[config.mk]
export PLATFORM = sky130hd
export DESIGN_NAME = johnson_code_decode
export DESIGN_NICKNAME = d
export VERILOG_FILES = /design/src/rtl/johnson_pkg.sv /design/src/rtl/johnson_code_decode.sv
export SDC_FILE = /design/constraint.sdc
export NUM_CORES = 1
export LEC_CHECK = 0
export BUFFER_PORTS_ARGS = -buffer_cell sky130_fd_sc_hd__buf_2
export CORE_AREA = 2 2 39 41
export DETAILED_ROUTE_END_ITERATION = 8
export DIE_AREA = 0 0 41 43
export PLACE_DENSITY = 0.41
export SLEW_MARGIN = 20
export SYNTH_ARGS = -nofsm -noshare
export SYNTH_HDL_FRONTEND = slang
export SYNTH_SLANG_ARGS = --single-unit
[constraint.sdc]
create_clock -name vclk -period 1.1
set_input_delay 0.055 -clock vclk [all_inputs]
set_output_delay 0.055 -clock vclk [all_outputs]
set_load 0.01 [all_outputs]
[src/rtl/johnson_pkg.sv]
// Shared definitions for Johnson-code sources and consumers: lock FSM
// states and the legal-code generator used by decoders and benches.
package johnson_pkg;

  typedef enum logic [1:0] {
    IDLE   = 2'd0,
    TRACK  = 2'd1,
    LOCKED = 2'd2
  } state_e;

  // Legal code for phase k of an n-bit twisted ring: k ones filling from
  // the LSB for k <= n, then zeros filling from the LSB for k > n.
  function automatic logic [31:0] johnson_code(input int k, input int n);
    logic [31:0] full_mask;
    logic [31:0] low_mask;
    full_mask = (32'd1 << n) - 32'd1;
    if (k <= n) begin
      return (32'd1 << k) - 32'd1;
    end
    low_mask = (32'd1 << (k - n)) - 32'd1;
    return full_mask & ~low_mask;
  endfunction

endpackage

[src/rtl/johnson_code_decode.sv]
// Combinational Johnson-code matcher: compares the sample against every
// legal code and reports legality, binary phase index and one-hot phase.
module johnson_code_decode
  import johnson_pkg::*;
#(
  parameter int N = 4,
  localparam int IW = $clog2(2 * N)
) (
  input  logic [N-1:0]   jc_in,
  output logic           legal,
  output logic [IW-1:0]  idx,
  output logic [2*N-1:0] onehot
);

  logic [2*N-1:0] match;

  genvar gi;
  generate
    for (gi = 0; gi < 2 * N; gi++) begin : g_code
      localparam logic [31:0] CODE = johnson_code(gi, N);
      assign match[gi] = (jc_in == CODE[N-1:0]);
    end
  endgenerate

  // Legal codes are distinct, so at most one match bit is ever set; the
  // match vector is already the one-hot phase and an OR-reduce gives idx.
  always_comb begin
    idx = '0;
    for (int k = 0; k < 2 * N; k++) begin
      if (match[k]) begin
        idx = idx | IW'(k);
      end
    end
  end

  assign onehot = match;
  assign legal  = |match;

endmodule

==> results.env <==
RUN_STATUS='complete, no violations'
FINISH.INSTANCE_AREA_UM2=249.0
GRT_REMAINING_OVERFLOW=0
HOLD_CLASS='primary input to output pin'
FINALSETUPVIOLCOUNT=0
GRT_FIRST_PASS_WIRELENGTH_UM=703
AREA_INSIDE_THE_CORE_BOUNDARY_UM2=1384
WORSTSETUPPATHTYPE='primary input to output pin'
GRT_MAX_DEGREE=12
TIMING.CRITICAL_PATH.BUF_INV=2
TIMING.CRITICAL_PATH.CELLS='buf_2 -> mux2_2 -> mux2i_1 -> buf_2'
NUMPLACEDINSTANCES=53
SYNTHTOLAYOUTAREAGROWTH_PCT=46.32
WORST_PIN_SLEW_NS=0.2086
SETUP.WORST_PATH.START_CLASS='primary input'
MAXCAPVIOLATIONS=0
WORST_EP_ARRIVAL_TIME_NS=0.85
POST_CTS_HOLD_BUFFER_COUNT=0
FF_LATCH_COUNT=0
IO_PINS=16
CTS_POST_SETUP_BUFFERS_INSERTED=0
AREA_USED_BY_SEQUENTIAL_LOGIC_IN_THE_LAYOUT_UM2=0
DRC_ERRORS=0
PORT-BUFFER-COUNT=16
TIMING.FINAL.MAX_SLEW_VIOLATIONS=0
HOLD_VIOL_FINAL=0
CRITICAL_PATH_REQUIRED_NS=1.04
DIEAREA_UM2=1763
MAX-VDD-IR-DROP_uV=95.88
RSZ_0062_RAISED_AFTER_GLOBAL_ROUTING='false'
FLOORPLAN.INITIALDENSITY_PCT=12.30
DRIVE_GT1_SHARE_PCT=51.35
GRT_ANTENNA_BEFORE_REPAIR=0
CRITPATHMOSTFREQUENTCELL='sky130_fd_sc_hd__buf_2'
P_LEAK_nW=0.1327
YOSYS_WARNINGS=0
DRT_FIRST_ITER_VIOLATIONS=3
PLACER_CONGESTION_ESTIMATE=0.6307
FLOORPLAN.DIE.WIDTH_UM=41
POST_LAYOUT_NONFILLER_INSTANCES=53
POST_SYNTH_INSTANCE_AREA_UM2=170.2
SYNTH_CELL_TYPE_COUNT=15
VIA_COUNT_OF_THE_FIRST_GLOBAL_ROUTING_PASS=154
CLOCK.FMAX_MHz=1104
CRITICAL_PATH.TOP_DELAY_FAMILY='multiplexers'
CLOCK_BUFFERS=0
YOSYS.AREA.TOP_TYPE='sky130_fd_sc_hd__mux2i_1'
ANTENNA-DIODE-COUNT=0
WIRELENGTH_UM=458
SYNTH.CELLS.MOST_FREQUENT='sky130_fd_sc_hd__mux2i_1 (3), sky130_fd_sc_hd__nand2_1 (3)'
SYNTH_SEQ_AREA_SHARE_PCT=0
FIRST_PASS_ITERS=4
SYN-INSTANCE-COUNT=24
YOSYS.AREA.TOP_TYPE_SHARE_PCT=17.65
CTSRESIZECOUNT=0
POSTSYNTHAREAPERCELL_UM2=7.090
VIAS=205
ANTENNA_VIOLATING_NETS_POST_ROUTE=0
CRITICAL_PATH.SLOWEST_CELL='sky130_fd_sc_hd__mux2_2'
WORST_PATH_LARGEST_CELL_DELAY_NS=0.35
INSTANCE_AREA_AFTER_PLACEMENT_UM2=249.0
DIE_Y_UM=43
POSTSYNTHNETCOUNT=28
CP_MAX_FO=11
FINAL.PERIOD_UTILIZATION_PCT=82.32
CRITICAL_PATH.ENDPOINT_TYPE='output pin'
WL_PER_CELL_UM=8.642
FINAL_CORE_UTILIZATION_PCT=17.99
NETLIST_TOP_CELLS_AREA='sky130_fd_sc_hd__mux2i_1 (18%), sky130_fd_sc_hd__nor3b_1 (8.8%), sky130_fd_sc_hd__nand2b_1 (7.4%)'
FINAL.MIN_CLOCK_PERIOD_NS=0.9055
PLACEMENT_ROWS=14
GR-USAGE-ALL-LAYERS_PCT=5.195
POWERDENSITY_nW_PER_UM2=351.3
DETAIL_ROUTE.VIAS_PER_CELL=3.868
NUM-NETS-FINAL=43
TOTALNEGATIVESETUPSLACK_NS=0
MAX-SLEW-MARGIN-REL_PCT=85.90
[where the power goes]
group          switching, mW  internal [mW]
clock network              0              0
logic                 0.0482         0.0392
registers                  0              0
total                 0.0482         0.0392
[metrics by stage]
| stage | power (mW) | hold WS, ns | worst slack, ns |
|---|---|---|---|
| 2_1_floorplan | 0.06197 | 0.1603 | 0.3512 |
| 3_3_place_gp | 0.08859 | 0.4553 | 0.2001 |
| 3_5_place_dp | 0.08930 | 0.4479 | 0.1886 |
| 4_1_cts | 0.08948 | 0.4505 | 0.1887 |
| 5_1_grt | 0.09650 | 0.4797 | 0.1494 |
| 6_report | 0.08747 | 0.4437 | 0.1945 |
[tightest hold or removal path, stage by stage]
cell	delay, ns
sky130_fd_sc_hd__buf_2	0.14
sky130_fd_sc_hd__nor3b_1	0.06
sky130_fd_sc_hd__buf_2	0.13
[layer usage]
metal / vias up / part of all wire, % / GRT usage, % / routed length [µm]
li1: 110 / - / - / -
met1: 83 / 52 / 9.177 / 236
met2: 12 / 36 / 7.187 / 167
met3: 0 / 12 / 0 / 54
met4: 0 / 0 / 0 / 0
met5: - / 0 / 0 / 0
[worst paths after layout]
kind                     start        end  slack [ns]  cells past startpoint
worst max-delay path  jc_in[3]      legal        0.19                      4
worst min-delay path  jc_in[0]  onehot[5]        0.44                      3
[cells by family after synthesis]
logic type | Yosys count | share of synthesized area (%)
AO/OA/AOI/OAI | 2 | 7.352
XOR/XNOR | 1 | 5.148
buffers and inverters | 3 | 12.50
multiplexers | 4 | 24.26
AND/OR/NAND/NOR | 14 | 50.73
[placed cells by master, fill, tap and decap left out, drive strengths merged]
cell,count
nor2,2
nor3,2
mux2,1
xor2,1
nor3b,3
a21boi,1
a21oi,1
nor4b,1
or2,1
nand2b,2
nand2,3
mux2i,3
buf,16
[cell type report]
cell class	count	area, µm²
well taps	16	20.02
multi-input cells	21	148.9
repair buffers	16	80.08
fillers	161	1135
Note: power is estimated with default switching activity, not from simulation.
